[config.mk]
export PLATFORM = sky130hd
export DESIGN_NAME = bch_128_err_monitor
export DESIGN_NICKNAME = d
export VERILOG_FILES = /design/src/rtl/bch_128_pkg.sv /design/src/rtl/bch_128_word_fifo.sv /design/src/rtl/bch_128_err_monitor.sv
export SDC_FILE = /design/constraint.sdc
export NUM_CORES = 1
export LEC_CHECK = 0
export ABC_CLOCK_PERIOD_IN_PS = 3200
export BUFFER_PORTS_ARGS = -buffer_cell sky130_fd_sc_hd__buf_2
export CORE_MARGIN = 1.5
export CORE_UTILIZATION = 58
export DETAILED_ROUTE_END_ITERATION = 10
export PLACE_DENSITY = 0.8
export SLEW_MARGIN = 15
export SYNTH_ARGS = -nofsm -noshare
export SYNTH_HDL_FRONTEND = slang
export SYNTH_SLANG_ARGS = --single-unit
[constraint.sdc]
create_clock -name clk -period 3.2 [get_ports clk]
set_clock_uncertainty 0.2 [all_clocks]
set_input_delay 0 -clock clk [delete_from_list [all_inputs] [get_ports clk]]
set_output_delay 0 -clock clk [all_outputs]
set_load 0.005 [all_outputs]
[src/rtl/bch_128_pkg.sv]
// Shared constants, error classes and counter helper for the 144->128 BCH monitor slice.
package bch_128_pkg;

    localparam int unsigned DATA_W = 128;
    localparam int unsigned CODE_W = 144;

    typedef enum logic [1:0] {CLEAN, CORR, ANOM, FATAL} err_class_e;

    // Increment that sticks at the all-ones value of a width-bit counter (width <= 32).
    function automatic logic [31:0] sat_inc(input logic [31:0] val, input int unsigned width);
        logic [31:0] max_val;
        max_val = (width >= 32) ? 32'hFFFF_FFFF : ((32'd1 << width) - 32'd1);
        return (val >= max_val) ? max_val : val + 32'd1;
    endfunction

endpackage

[src/rtl/bch_128_word_fifo.sv]
// Synchronous word FIFO; a push into a full FIFO is only taken when a pop frees a slot.
module bch_128_word_fifo #(
    parameter int unsigned WIDTH = 129,
    parameter int unsigned DEPTH = 4,
    localparam int unsigned PTR_W = $clog2(DEPTH),
    localparam int unsigned CNT_W = $clog2(DEPTH + 1)
) (
    input  logic             clk_i,
    input  logic             rst_ni,
    input  logic             push_i,
    input  logic [WIDTH-1:0] data_i,
    input  logic             pop_i,
    output logic [WIDTH-1:0] data_o,
    output logic             full_o,
    output logic [CNT_W-1:0] count_o
);

    logic [WIDTH-1:0] mem_q [DEPTH];
    logic [PTR_W-1:0] wr_ptr_q, rd_ptr_q;
    logic [CNT_W-1:0] count_q, count_d;
    logic             push_eff, pop_eff;

    always_comb begin
        pop_eff  = pop_i & (count_q != '0);
        push_eff = push_i & ((count_q != CNT_W'(DEPTH)) | pop_eff);
        count_d  = count_q + CNT_W'(push_eff) - CNT_W'(pop_eff);
    end

    always_ff @(posedge clk_i or negedge rst_ni) begin
        if (!rst_ni) begin
            for (int unsigned i = 0; i < DEPTH; i++) begin
                mem_q[i] <= '0;
            end
            wr_ptr_q <= '0;
            rd_ptr_q <= '0;
            count_q  <= '0;
        end else begin
            if (push_eff) begin
                mem_q[wr_ptr_q] <= data_i;
                wr_ptr_q        <= wr_ptr_q + PTR_W'(1);
            end
            if (pop_eff) begin
                rd_ptr_q <= rd_ptr_q + PTR_W'(1);
            end
            count_q <= count_d;
        end
    end

    assign data_o  = mem_q[rd_ptr_q];
    assign full_o  = (count_q == CNT_W'(DEPTH));
    assign count_o = count_q;

endmodule

[src/rtl/bch_128_err_monitor.sv]
// Classifies decoded BCH words, keeps saturating event counters and a sticky irq,
// and buffers words toward the consumer.
module bch_128_err_monitor
    import bch_128_pkg::*;
#(
    parameter int unsigned DEPTH       = 4,
    parameter int unsigned CNT_W       = 16,
    parameter int unsigned CORR_THRESH = 8,
    parameter int unsigned DROP_FATAL  = 0
) (
    input  logic              clk,
    input  logic              reset_n,
    input  logic              enable,
    input  logic              i_valid,
    input  logic [0:DATA_W-1] i_data,
    input  logic              i_err_corr,
    input  logic              i_err_detec,
    input  logic              i_err_fatal,
    output logic              o_valid,
    input  logic              o_ready,
    output logic [0:DATA_W-1] o_data,
    output logic              o_fatal,
    output logic [CNT_W-1:0]  o_corr_cnt,
    output logic [CNT_W-1:0]  o_fatal_cnt,
    output logic [CNT_W-1:0]  o_anom_cnt,
    output logic [CNT_W-1:0]  o_drop_cnt,
    output logic              o_overflow,
    output logic              o_irq,
    input  logic              i_clear
);

    localparam int unsigned     FIFO_W     = DATA_W + 1;
    localparam int unsigned     FCNT_W     = $clog2(DEPTH + 1);
    localparam logic [CNT_W-1:0] CorrThresh = CNT_W'(CORR_THRESH);

    function automatic logic [CNT_W-1:0] bump(input logic [CNT_W-1:0] v);
        return CNT_W'(sat_inc(32'(v), CNT_W));
    endfunction

    err_class_e        cls;
    logic              accept, push, pop, drop, fifo_full;
    logic [FIFO_W-1:0] fifo_head;
    logic [FCNT_W-1:0] fifo_count;

    logic [CNT_W-1:0] corr_q, corr_d, fatal_q, fatal_d, anom_q, anom_d, drop_q, drop_d;
    logic [CNT_W-1:0] corr_base, fatal_base, anom_base, drop_base;
    logic             ovf_q, ovf_d, irq_q, irq_d;

    always_comb begin
        if (i_err_fatal)      cls = FATAL;
        else if (i_err_corr)  cls = CORR;
        else if (i_err_detec) cls = ANOM;
        else                  cls = CLEAN;
    end

    assign accept = i_valid & enable;
    assign push   = accept & ~((cls == FATAL) && (DROP_FATAL != 0));
    assign pop    = o_valid & o_ready;
    assign drop   = push & fifo_full & ~pop;

    bch_128_word_fifo #(
        .WIDTH (FIFO_W),
        .DEPTH (DEPTH)
    ) u_fifo (
        .clk_i   (clk),
        .rst_ni  (reset_n),
        .push_i  (push),
        .data_i  ({cls == FATAL, i_data}),
        .pop_i   (pop),
        .data_o  (fifo_head),
        .full_o  (fifo_full),
        .count_o (fifo_count)
    );

    assign o_valid = (fifo_count != '0);
    assign o_fatal = fifo_head[DATA_W];
    assign o_data  = fifo_head[DATA_W-1:0];

    // Clear is applied first so a same-cycle event lands on the zeroed value.
    always_comb begin
        corr_base  = i_clear ? '0 : corr_q;
        fatal_base = i_clear ? '0 : fatal_q;
        anom_base  = i_clear ? '0 : anom_q;
        drop_base  = i_clear ? '0 : drop_q;
        corr_d     = (accept && cls == CORR)  ? bump(corr_base)  : corr_base;
        fatal_d    = (accept && cls == FATAL) ? bump(fatal_base) : fatal_base;
        anom_d     = (accept && cls == ANOM)  ? bump(anom_base)  : anom_base;
        drop_d     = drop ? bump(drop_base) : drop_base;
        ovf_d      = (i_clear ? 1'b0 : ovf_q) | drop;
        irq_d      = (i_clear ? 1'b0 : irq_q)
                   | (accept && cls == FATAL)
                   | (accept && cls == CORR && corr_d >= CorrThresh);
    end

    always_ff @(posedge clk or negedge reset_n) begin
        if (!reset_n) begin
            corr_q  <= '0;
            fatal_q <= '0;
            anom_q  <= '0;
            drop_q  <= '0;
            ovf_q   <= 1'b0;
            irq_q   <= 1'b0;
        end else begin
            corr_q  <= corr_d;
            fatal_q <= fatal_d;
            anom_q  <= anom_d;
            drop_q  <= drop_d;
            ovf_q   <= ovf_d;
            irq_q   <= irq_d;
        end
    end

    assign o_corr_cnt  = corr_q;
    assign o_fatal_cnt = fatal_q;
    assign o_anom_cnt  = anom_q;
    assign o_drop_cnt  = drop_q;
    assign o_overflow  = ovf_q;
    assign o_irq       = irq_q;

endmodule

==> summary.md <==
| Metric | Value |
|---|---|
| Outcome | finished clean |
| Top cell type's share of synthesized area | a little under three fifths |
| Number of flops mapped to enable cells by yosys | 0 |
| Total global-route track usage | 27.9% |
| Cell type of the slowest stage on the worst timing path | sky130_fd_sc_hd__dfrtp_4 |
| Worst reg-to-reg setup slack | 600 ps |
| Ys async rst share | between 90% and 100% |
| Number of global-route vias before repair | approximately 19000 |
| Sequential area share after synthesis | between 50% and 60% |
| Post-synthesis cell type with the largest combined area | sky130_fd_sc_hd__dfrtp_1 |
| CTS clk-pin slew, worst paths | ~60 ps |
| Antenna violations before repair | 4 |
| Hold depth | 3 |
| Type of the worst setup path | flop to output pin |
| Clock root buffer | sky130_fd_sc_hd__clkbuf_16 |
| Crit path cell chain | buf_12 -> mux4_2 -> buf_2 |
| Wire length after detailed routing | 64.5 mm |
| Clock network latency to the later pin of the worst-skew pair | 610 ps |
| Slew @ Worst Pin | ~850 ps |
| Via Count | approximately 17000 |
| Startpoint of the most critical hold path | i_data[40] |
| Area taken by multi-input logic gates | ~11000 µm² |
| H-tree lvl count | 2 |
| Post-detailed-route via-to-cell ratio | approximately 5.8 |
| Share of post-route cells with drive strength above 1 | between 40 and 50% |
| Clock share of power | a little over a fifth |
| Area of all placed cells without fillers | ~33000 µm² |
| Final Non-Filler Cells | ~2900 |
| Total clock buffers created by CTS | just under 60 |
| Synthesis-to-layout area growth | 24.7% |
| Worst rel slew slack | a little over two fifths |
| Max-slew violation total from the final report | 0 |
| Most numerous cell types in the synthesized netlist | sky130_fd_sc_hd__dfrtp_1 (589), sky130_fd_sc_hd__mux2_2 (519), sky130_fd_sc_hd__mux4_2 (129), sky130_fd_sc_hd__nand2_1 (72), sky130_fd_sc_hd__buf_2 (40) |
| Critical path arrival | 2510 ps |
| Global-route wire length before repair | a little over 100 mm |
| Final HPWL DP | ~37 mm |
| Post-synth top flop | sky130_fd_sc_hd__dfrtp_1 |
| Fraction of power consumed by combinational cells | between 30 and 40% |
| Cell count after placement | 2585 |
| CP max stage delay | 830 ps |
| Synthesis warning total | 0 |
| Synthesized area per cell | between 15 and 20 µm² |
| FF-to-FF End | o_anom_cnt[6] |
| Power density over the cells | 937 nW/µm² |
| Post-cts sizing count | 0 |
| Register area | 14700 µm² |
| Cell Int Power | 21.6 mW |
| Startpoint of the lowest-slack register-to-register path | o_anom_cnt[0] |
| Required @ worst endpoint | 3000 ps |
| Setup-failing EPs final | 0 |
| Lkg Pwr | 15.0 nW |
| Number of ports placed on the die boundary | between 300 and 400 |
| Post-route clock period utilization | a little over four fifths |
| RSZ-0062 raised after global routing | false |
| Number of DRC violations after detailed-routing iteration 0 | ~1200 |
| Die Y | 217 µm |
| Core ar. | between 40000 and 50000 µm² |
| Part of the total power dissipated in sequential elements | between 40% and 50% |
| Starting density of the core | just under 60% |
| Maximum VDD drop | 0.784 mV |
| Post-placement cell area | around 29000 µm² |
| Netlist cell types | 56 |
| Routability cong. | approximately 0.85 |
| Min-delay worst type | input pin to flop |
| Switching power | 9.28 mW |
| Synthesized cell area | roughly 26000 µm² |
| Number of clock sinks | between 500 and 600 |
| FF+latch count, synth | roughly 600 |
| Critical path endpoint category | output pin |
| Average wire length per cell after detail routing | between 20 and 25 µm |
| Critical path startpoint category | flop |
| Ranking of synthesized cells by area | sky130_fd_sc_hd__dfrtp_1 (56%), sky130_fd_sc_hd__mux2_2 (22%), sky130_fd_sc_hd__mux4_2 (11%), sky130_fd_sc_hd__buf_6 (1.3%), sky130_fd_sc_hd__xnor2_1 (1.3%) |
| Synthesized netlist net count | around 1900 |
| MaxCap Viol Count | 0 |
| Residual DRC count | 0 |
| Pin count of the biggest net entering global routing | 100 |
| Post-CTS setup-driven buffer insertion count | 0 |
| Gate count after technology mapping | approximately 1700 |
| Total global routing overflow | 0 |
| Highest attainable clock frequency | roughly 0.37 GHz |
| Number of rows created at floorplan | between 70 and 80 |
| Antenna violation net count after detailed routing | 0 |
| X dimension of the die | between 200 and 250 µm |
| Final Net Count | between 2000 and 2500 |
| Fill cell instance count of the final layout | between 2000 and 3000 |
| End point of the worst hold path | u_fifo.mem_q[345] |
| Min Tclk post-route | 2710 ps |
| Setup TNS | 0 ps |
| Drt first pass iters | 5 |
| Maximum fanout along the worst path | 26 |
| Switching power share of the total | between 30% and 40% |
| Worst hold margin | between 15 and 20 ps |
| Largest buffer count on any clock path | 3 |
| Number of hold violations in the final report | 0 |
| TritonCTS clock tree | done |
| Area enclosed by the die boundary | roughly 47000 µm² |
| Quantity of I/O buffers inserted on ports | between 300 and 400 |
| Most common cell in the synthesized netlist | sky130_fd_sc_hd__dfrtp_1 |
| Worst R2R Path Depth | 7 |
==> how the worst max path moves through the flow <==
stage / end / depth (start not counted) / slack, ps / startpoint
after floorplan: u_fifo.count_o[2] / 9 / 760 / u_fifo.count_o[1]
after global placement: u_fifo.count_o[2] / 9 / 710 / u_fifo.count_o[1]
after detailed placement: o_anom_cnt[7] / 8 / 620 / i_clear
after CTS: o_data[58] / 3 / 410 / u_fifo.rd_ptr_q[0]
after global routing: o_data[58] / 3 / 360 / u_fifo.rd_ptr_q[0]
final: o_data[58] / 3 / 490 / u_fifo.rd_ptr_q[0]
==> layout by cell type, fill, tap and decap left out, types with 16 or more instances in the layout <==
cell type	count
sky130_fd_sc_hd__o21ai_0	33
sky130_fd_sc_hd__nand3_1	26
sky130_fd_sc_hd__mux4_2	129
sky130_fd_sc_hd__buf_2	331
sky130_fd_sc_hd__dlygate4sd3_1	226
sky130_fd_sc_hd__mux2_2	519
sky130_fd_sc_hd__nor2_1	30
sky130_fd_sc_hd__nor2b_1	17
sky130_fd_sc_hd__nand4_1	16
sky130_fd_sc_hd__buf_4	30
sky130_fd_sc_hd__nand2_1	68
sky130_fd_sc_hd__buf_12	19
sky130_fd_sc_hd__xnor2_1	38
sky130_fd_sc_hd__clkbuf_16	59
sky130_fd_sc_hd__dfrtp_1	587
==> metrics by stage <==
stage               worst slack [ps]  utilization [%]  power (mW)
floorplan                        759                -        19.5
global placement                 708             63.9        23.1
detailed placement               619             63.9        23.8
CTS                              406             73.0        30.8
global route                     360             73.0        32.4
finish                           488             73.0        30.9
==> kinds of logic (layout without fill, tap and decap cells) <==
family / count (synthesis) / count (layout) / share of synthesized area (%)
muxes: 653 / 653 / 33.3
DFF: 589 / 589 / 55.7
and+or+nand+nor: 225 / 225 / 4.76
buffers and inverters: 116 / 723 / 2.69
AOI/OAI and AO/OA: 61 / 61 / 1.32
xor gates and xnor gates: 51 / 51 / 1.69
adders and majority gates: 11 / 11 / 0.549
other: 0 / 3 / 0
==> critical path, delay by kind of cell (launching register included) <==
| kind | cells | cell delay (ps) |
|---|---|---|
| DFF | 1 | 830 |
| buffers and inverters | 2 | 470 |
| muxes | 1 | 580 |
==> registers in the layout, summed over array words and instances, names as in the netlist, 2 cells and up <==
register and flops:
o_anom_cnt 16, u_fifo.wr_ptr_q 2, o_drop_cnt 16, u_fifo.mem_q 516
o_corr_cnt 16, u_fifo.count_o 3, o_fatal_cnt 16, u_fifo.rd_ptr_q 2
==> per-layer routing <==
layer	vias up	routed length, µm	global-route usage, %
met5	-	8	0
met4	2	1430	8.26
met3	110	3950	6.40
met2	519	33400	48.1
met1	8907	25800	35.2
li1	7437	-	-
==> area by class of cell <==
cell class,count,area share [%]
repair buffers,607,13.8
flip-flops and latches,589,44.7
clock buffers,84,5.12
multi-input cells,1001,33.4
clock inverters,18,0.542
inverters,14,0.159
diodes,3,0.0228
well taps,600,2.28
==> power by group through the flow <==
| stage | combinational, mW | sequential [mW] | clock, mW |
|---|---|---|---|
| after global routing | 12.1 | 13.2 | 7.18 |
| after floorplan | 7.67 | 11.9 | 0 |
| after detailed placement | 11.0 | 12.7 | 0 |
| after CTS | 11.3 | 12.6 | 6.85 |
| after global placement | 10.7 | 12.4 | 0 |
| final | 11.4 | 12.8 | 6.74 |
==> timing repair <==
action | CTS | global route
endpoints found under the hold margin | 1140 | 0
hold buffers | 226 | 0
setup endpoints to repair | 0 | 0
Power figures use the tool's default switching activity.
